### src/rtl/store_buffer.sv
`default_nettype none
// ============================================================================
// store_buffer : posted-write queue in front of a single-port data memory,
//                with youngest-match store-to-load forwarding.
// Revision     : 1.0
// ============================================================================
module store_buffer #(
  parameter int ADDRESS_WIDTH = 32,
  parameter int DATA_WIDTH    = 32,
  parameter int DEPTH         = 4
) (
  input  logic                     clk,
  input  logic                     rst,
  input  logic                     mem_write,
  input  logic                     mem_read,
  input  logic [ADDRESS_WIDTH-1:0] addr,
  input  logic [DATA_WIDTH-1:0]    wdata,
  output logic [DATA_WIDTH-1:0]    rdata,
  output logic                     stall,
  output logic                     empty,
  output logic                     dm_write_en,
  output logic [ADDRESS_WIDTH-1:0] dm_addr,
  output logic [DATA_WIDTH-1:0]    dm_data_in,
  input  logic [DATA_WIDTH-1:0]    dm_data_out
);

  localparam int C_PTR_W = $clog2(DEPTH);

  logic [ADDRESS_WIDTH-1:0] r_addr [DEPTH];
  logic [DATA_WIDTH-1:0]    r_data [DEPTH];
  logic [C_PTR_W-1:0]       r_head;
  logic [C_PTR_W-1:0]       r_tail;
  logic [C_PTR_W:0]         r_count;

  logic                     w_full;
  logic                     w_push;
  logic                     w_drain;
  logic                     w_hit;
  logic [DATA_WIDTH-1:0]    w_fwd;
  logic [C_PTR_W-1:0]       w_idx;

  assign w_full  = (r_count == (C_PTR_W+1)'(DEPTH));
  assign w_push  = mem_write & ~mem_read & ~w_full;
  // A full queue drains even while a store waits, so the stall lasts one cycle.
  assign w_drain = ~mem_read & (r_count != '0) & (~mem_write | w_full);

  // Scan oldest to youngest; the last hit wins, giving youngest-match forwarding.
  always_comb begin
    w_hit = 1'b0;
    w_fwd = '0;
    w_idx = '0;
    for (int i = 0; i < DEPTH; i++) begin
      w_idx = r_head + C_PTR_W'(i);
      if (((C_PTR_W+1)'(i) < r_count) &&
          (r_addr[w_idx][ADDRESS_WIDTH-1:2] == addr[ADDRESS_WIDTH-1:2])) begin
        w_hit = 1'b1;
        w_fwd = r_data[w_idx];
      end
    end
  end

  always_ff @(posedge clk or posedge rst) begin
    if (rst) begin
      r_head  <= '0;
      r_tail  <= '0;
      r_count <= '0;
      for (int i = 0; i < DEPTH; i++) begin
        r_addr[i] <= '0;
        r_data[i] <= '0;
      end
    end else begin
      if (w_push) begin
        r_addr[r_tail] <= addr;
        r_data[r_tail] <= wdata;
        r_tail         <= r_tail + C_PTR_W'(1);
      end
      if (w_drain) begin
        r_head <= r_head + C_PTR_W'(1);
      end
      if (w_push) begin
        r_count <= r_count + (C_PTR_W+1)'(1);
      end else if (w_drain) begin
        r_count <= r_count - (C_PTR_W+1)'(1);
      end
    end
  end

  assign stall       = mem_write & ~mem_read & w_full;
  assign empty       = (r_count == '0);
  assign dm_write_en = w_drain;
  assign dm_addr     = mem_read ? addr : (w_drain ? r_addr[r_head] : '0);
  assign dm_data_in  = w_drain ? r_data[r_head] : '0;
  assign rdata       = mem_read ? (w_hit ? w_fwd : dm_data_out) : '0;

endmodule
`default_nettype wire
### config.mk
export PLATFORM = sky130hd
export DESIGN_NAME = store_buffer
export DESIGN_NICKNAME = d
export VERILOG_FILES = /design/src/rtl/store_buffer.sv
export SDC_FILE = /design/constraint.sdc
export NUM_CORES = 1
export LEC_CHECK = 0
export ABC_AREA = 1
export CAP_MARGIN = 0
export CORE_UTILIZATION = 32
export DETAILED_ROUTE_END_ITERATION = 7
export HOLD_SLACK_MARGIN = 0.02
export PLACE_DENSITY = 0.61
export SKIP_LAST_GASP = 1
export SLEW_MARGIN = 40
export SYNTH_ARGS = -nofsm -noshare
export SYNTH_HDL_FRONTEND = slang
export SYNTH_SLANG_ARGS = --single-unit
### constraint.sdc
create_clock -name clk -period 12.6 [get_ports clk]
set_clock_uncertainty 0.2 [all_clocks]
set_input_delay 3.78 -clock clk [delete_from_list [all_inputs] [get_ports clk]]
set_output_delay 3.78 -clock clk [all_outputs]
set_load 0.01 [all_outputs]
==> flow_summary.yaml, run 1 <==
yosys:
  yosysTopAreaCellShare_pct: 33.4
  syn_area_per_cell_um2: 5.90
  synth.distinct_cells: 26
  yosys.area_share.simple_pct: 38.3
  syn_area_um2: 19700
  yosys.area.top_type: "dfrtp_1"
  syn_inst: 3337
  ys_warn_count: 0
  synthTopCellsByArea: "dfrtp_1 33%, nand2_1 27%, o21ai_0 14%"
  synthXorXnorAreaFrac_pct: 0.667
  ys_seq_area_share_pct: 33.4
  yosys.area_share.adder_pct: 0.509
  yosys_register_bits: 263
  synth_mux_area_share_pct: 0
  synth_compound_area_share_pct: 17.5
  synth_top_family_by_area: "simple AND/OR/NAND/NOR gates"
  synth_nets: 3445
hold_path:
  hp-class: "flip-flop to flip-flop"
clocking:
  post_cts_buffers: 0
  cts_hold_buffers: 0
  clk_path_buf_depth: 3
  numClockSinks: 263
  cts_buffers: 36
  cts_root_buf: "clkbuf_16"
  htree_levels: 2
  cts.clk_slew.worst_paths_ns: 0.05
  clock_latency_ns: 0.53
  cts_tree: "built"
  cts_resized: 0
detailed_routing:
  dr.pass1.iters: 6
  routed_wl_mm: 70.9
  drt_iter0_drc: 1712
  viasPerCell: 5.09
  drc: 0
  via_count: 21400
  ant_nets: 0
  routedWlPerCell_um: 16.9
layout:
  num-fill-cells: 6585
  mostFrequentLayoutCells: "1409 x nand2_1, 538 x o21ai_0, 300 x nand3_1, 261 x dfrtp_1, 257 x inv_1"
  final_cell_area_um2: 23400
  area_growth_syn_to_layout_pct: 18.9
  drive_gt1_share_pct: 3.19
  mostFrequentLayoutCell: "nand2_1"
  finish.net_count: 3497
worst_setup_path:
  path_delay_family: "buffers and inverters"
  critPathBufInv: 4
  cp_max_fo: 20
  crit_path_start_kind: "input pin"
  crit_arrival_ns: 7.43
  endpoint_kind: "output pin"
  rrSetupSlack_ns: 9.36
  critPathMaxStageDelay_ns: 0.65
  critPathKind: "input pin to output pin"
  crit_chain: "clkdlybuf4s50_1 -> clkinv_1 -> nand3_1 -> nand2_1 -> nor2_1 -> nand2_1 -> nor2_1 -> nand2_1 -> nor2_2 -> buf_4 -> a21oi_1 -> nand2_1 -> nand2_1 -> a21oi_1 -> clkdlybuf4s50_1"
  required_ns: 8.62
  slowest_stage: "nor2_2"
  cpMostUsedCell: "nand2_1"
global_routing:
  antenna_found_initial: 6
  grt_remaining_overflow: 0
  grt_pass1_vias: 19300
  grt_max_degree: 129
  grt_use_total_pct: 22.2
  grt_pass1_wl_mm: 110
power:
  finalPower_mw: 6.20
  power_density_nw_per_um2: 265
  cellLeakagePower_nw: 11.8
  vdd_drop_max_uv: 139
timing:
  tightest_slew_ns: 0.821
  max_freq_ghz: 0.0876
  period_minus_slack_ns: 11.41
  finalSetupTns_ns: 0
  slew_viol_final: 0
  hold_viol: 0
  finalSetupViolCount: 0
  slew_headroom_pct: 45.3
  fin_crit_sh_pct: 90.6
  rsz0062_at_grt: "false"
  layout_setup_ws_ns: 1.19
floorplan:
  coreArea_um2: 60600
  die_x_um: 250
  initial_utilization_pct: 32.5
  die_y_um: 250
  pin_count: 199
  die_area_um2: 62500
  num_rows: 90
place:
  post-dp-hpwl_mm: 46.7
  globalplace.congestion: 0.913
  io_buffers: 198
  place_ws_ns: 1.25
  place_area_um2: 22100
run_status:
  status: "complete, no violations"
run:
  maxCapViolations: 0
-- worst reg2reg max path, stage by stage (launching register included) --
cell	delay (ns)
dfrtp_1	0.45
inv_1	0.11
ha_1	0.25
nand2_1	0.10
nand3_1	0.17
inv_1	0.24
nand2_4	0.60
buf_4	0.74
o21ai_0	0.21
-- final timing paths --
kind,startpoint,end,depth (start not counted)
max,addr[5],rdata[30],15
min,r_data[86],r_data[86],2
max reg2reg,r_count[0],r_addr[45],8
min reg2reg,r_data[86],r_data[86],2
max in group asynchronous,rst,r_data[71],5
min in group asynchronous,rst,r_addr[39],2
-- final cells by class --
class,instances,area [um^2],share of cell area [%]
Clock inverter,14,231,0.989
Antenna cell,3,7.51,0.0321
Clock buffer,51,1070,4.57
Multi-Input combinational cell,2598,11300,48.2
Sequential cell,263,6590,28.1
Tap cell,782,978,4.18
Timing Repair Buffer,228,2250,9.60
Inverter,262,1000,4.29
-- stage by stage --
step | hold WS [ns] | std cells | utilization [%]
after floorplan | 0.253 | 3337 | -
after global placement | 0.266 | 4132 | 36.4
after detailed placement | 0.273 | 4132 | 36.4
after CTS | 0.287 | 4197 | 38.6
after global routing | 0.304 | 4200 | 38.6
final | 0.283 | 4201 | 38.6
-- synthesized netlist by cell type --
cell type,number
inv_1,258
ha_1,8
nand2_1,1415
o211ai_1,1
nand3_1,300
inv_2,2
dfrtp_1,263
or2_2,1
buf_1,19
buf_2,66
clkinv_1,2
buf_4,5
o22ai_1,30
nor3_1,3
buf_6,2
nand2b_1,1
o21ai_0,539
a21oi_1,102
nor2_2,3
nand4_1,5
xor2_1,15
clkbuf_1,122
nor2_1,167
nand3b_1,2
a22oi_1,1
o21ai_1,5
-- kinds of logic after synthesis --
group	after synthesis
xor+xnor	15
compound gates	678
buf+inv	476
flops	263
fa+ha+maj	8
simple gates	1897
-- power breakdown --
part / internal (mW) / leakage [nW] / switching (mW)
logic: 1.13 / 7.86 / 2.37
clock network: 0.714 / 0.645 / 0.417
registers: 1.23 / 3.29 / 0.327
total: 3.08 / 11.8 / 3.12
-- sequential cells by signal (all words and copies together) (netlist names) --
signal	flops
r_count	3
r_data	128
r_head	2
r_tail	2
r_addr	128
-- layer usage --
| layer | global-route usage (%) | wire length (um) | up-vias |
|---|---|---|---|
| met5 | 0 | 44 | - |
| met4 | 8.87 | 2650 | 6 |
| met3 | 3.16 | 4210 | 136 |
| met2 | 36.7 | 33000 | 615 |
| met1 | 29.1 | 31000 | 9878 |
| li1 | - | - | 10800 |
Note: power is estimated with default switching activity, not from simulation.
==> inputs of run 2 (changes only) <==
Settings changed: CORE_ASPECT_RATIO set to 0.75.
==> run 2 against run 1 <==
Compared with the run above: the flow now finishes with violations (DRC); flip-flop and latch count is the same; clock-buffer cell count shrank 7; critical path type unchanged; sequential power is essentially flat; sequential share of layout area grew 0.18 points; global-route usage grew 0.45 points; final cell count grew 0.33%; die area is essentially flat.
==> flow_summary.yaml, run 2 (synthesis results as in run 1) <==
timing:
  slew_headroom_pct: 43.6
  rsz0062_at_grt: "false"
  finalSetupViolCount: 0
  max_freq_ghz: 0.0875
  finalSetupTns_ns: 0
  tightest_slew_ns: 0.846
  hold_slack_ns: 0.284
  hold_viol: 0
  period_minus_slack_ns: 11.42
  fin_crit_sh_pct: 90.7
  slew_viol_final: 0
place:
  place_area_um2: 22100
  post-dp-hpwl_mm: 46.6
  globalplace.congestion: 0.946
  io_buffers: 198
run_status:
  violations: "DRC"
  status: "finished with violations"
clocking:
  clk_path_buf_depth: 3
  cts_hold_buffers: 0
  post_cts_buffers: 0
  cts_root_buf: "clkbuf_16"
  cts_tree: "built"
  cts_resized: 0
  cts.clk_slew.worst_paths_ns: 0.05
  numClockSinks: 263
  htree_levels: 2
  clock_latency_ns: 0.55
  cts_buffers: 34
global_routing:
  grt_remaining_overflow: 0
  grt_pass1_wl_mm: 111
  antenna_found_initial: 4
  grt_use_total_pct: 22.7
  grt_pass1_vias: 19300
  grt_max_degree: 206
layout:
  mostFrequentLayoutCell: "nand2_1"
  drive_gt1_share_pct: 3.19
  mostFrequentLayoutCells: "1409 x nand2_1, 538 x o21ai_0, 300 x nand3_1, 261 x dfrtp_1, 256 x inv_1"
  finish.net_count: 3496
  register_area_um2: 6590
  final_cell_area_um2: 23200
  num-fill-cells: 6544
  multi_input_area_um2: 11300
  final_core_util_pct: 38.4
  area_growth_syn_to_layout_pct: 18.1
  reg_top3: "r_addr x128, r_data x128, r_count x3"
worst_setup_path:
  rr_worst_depth: 8
  crit_arrival_ns: 7.44
  critPathKind: "input pin to output pin"
  required_ns: 8.62
  cp_max_fo: 27
  endpoint_kind: "output pin"
  crit_path_start_kind: "input pin"
power:
  power_density_nw_per_um2: 262
  vdd_drop_max_uv: 179
  cellLeakagePower_nw: 11.7
  finalPower_mw: 6.10
floorplan:
  die_area_um2: 62500
  die_y_um: 217
  pin_count: 199
  die_x_um: 288
  initial_utilization_pct: 32.5
  coreArea_um2: 60600
  num_rows: 78
detailed_routing:
  routedWlPerCell_um: 16.9
  viasPerCell: 5.10
  routed_wl_mm: 71.2
  via_count: 21500
  ant_nets: 0
  dr.pass1.iters: 8
  drc: 14
  drt_iter0_drc: 2607
hold_path:
  hold_depth: 2
  hp-class: "flip-flop to flip-flop"
run:
  maxCapViolations: 0
-- run 2: changes by cell type in the layout (fill, tap and decap cells not counted), sizes merged --
| cell | previous run | this run |
|---|---|---|
| inv | 260 | 262 |
| clkinv | 10 | 15 |
| bufinv | 6 | 1 |
| buf | 30 | 31 |
| clkbuf | 51 | 44 |
-- run 2: metal layers --
| layer | track usage (%) | up-vias | part of all wire (%) |
|---|---|---|---|
| met5 | 0 | - | 0.018 |
| met4 | 7.51 | 2 | 2.9 |
| met3 | 3.62 | 120 | 8.2 |
| met2 | 33.8 | 810 | 42 |
| met1 | 33.1 | 9794 | 46 |
| li1 | - | 10800 | - |
-- run 2: path summary, 6_finish.rpt --
| path | slack, ns | to | startpoint |
|---|---|---|---|
| setup / recovery | 1.18 | rdata[6] | addr[17] |
| max in group asynchronous | 7.02 | r_addr[30] | rst |
| min in group asynchronous | 3.53 | r_addr[1] | rst |
| hold reg to reg | 0.28 | r_data[55] | r_data[55] |
| hold / removal | 0.28 | r_data[55] | r_data[55] |
| setup reg to reg | 9.28 | r_data[2] | r_count[0] |
-- run 2: power breakdown --
| group | leakage, nW | switching (mW) | internal [mW] | total, mW |
|---|---|---|---|---|
| Sequential | 3.29 | 0.317 | 1.23 | 1.55 |
| Clock | 0.554 | 0.411 | 0.566 | 0.977 |
| Combinational | 7.87 | 2.42 | 1.15 | 3.57 |
-- run 2: critical path, stage by stage --
cell and delay, ns:
clkdlybuf4s50_1 0.62, inv_1 0.21, nand3_1 0.13, nand2_1 0.14, nor2_1 0.14, nand2_1 0.05, nor2_1 0.21, nand2_1 0.15
nor2_4 0.51, buf_4 0.43, a21oi_1 0.08, nand2_1 0.08, nand2_1 0.05, a21oi_1 0.23, clkdlybuf4s50_1 0.60
-- run 2: final cells by class --
cell class	instances	area share [%]
clock buffers	44	4.17
clock inverters	16	0.511
repair buffers	229	9.83
inverters	262	4.31
multi-input cells	2598	48.5
flip-flops and latches	263	28.3
diodes	3	0.0323
well taps	800	4.31
-- run 2: through the flow --
step,std cells,setup WS [ns]
global placement,4150,1.31
floorplan,3337,1.38
global route,4212,0.995
detailed placement,4150,1.29
CTS,4210,1.29
finish,4215,1.18
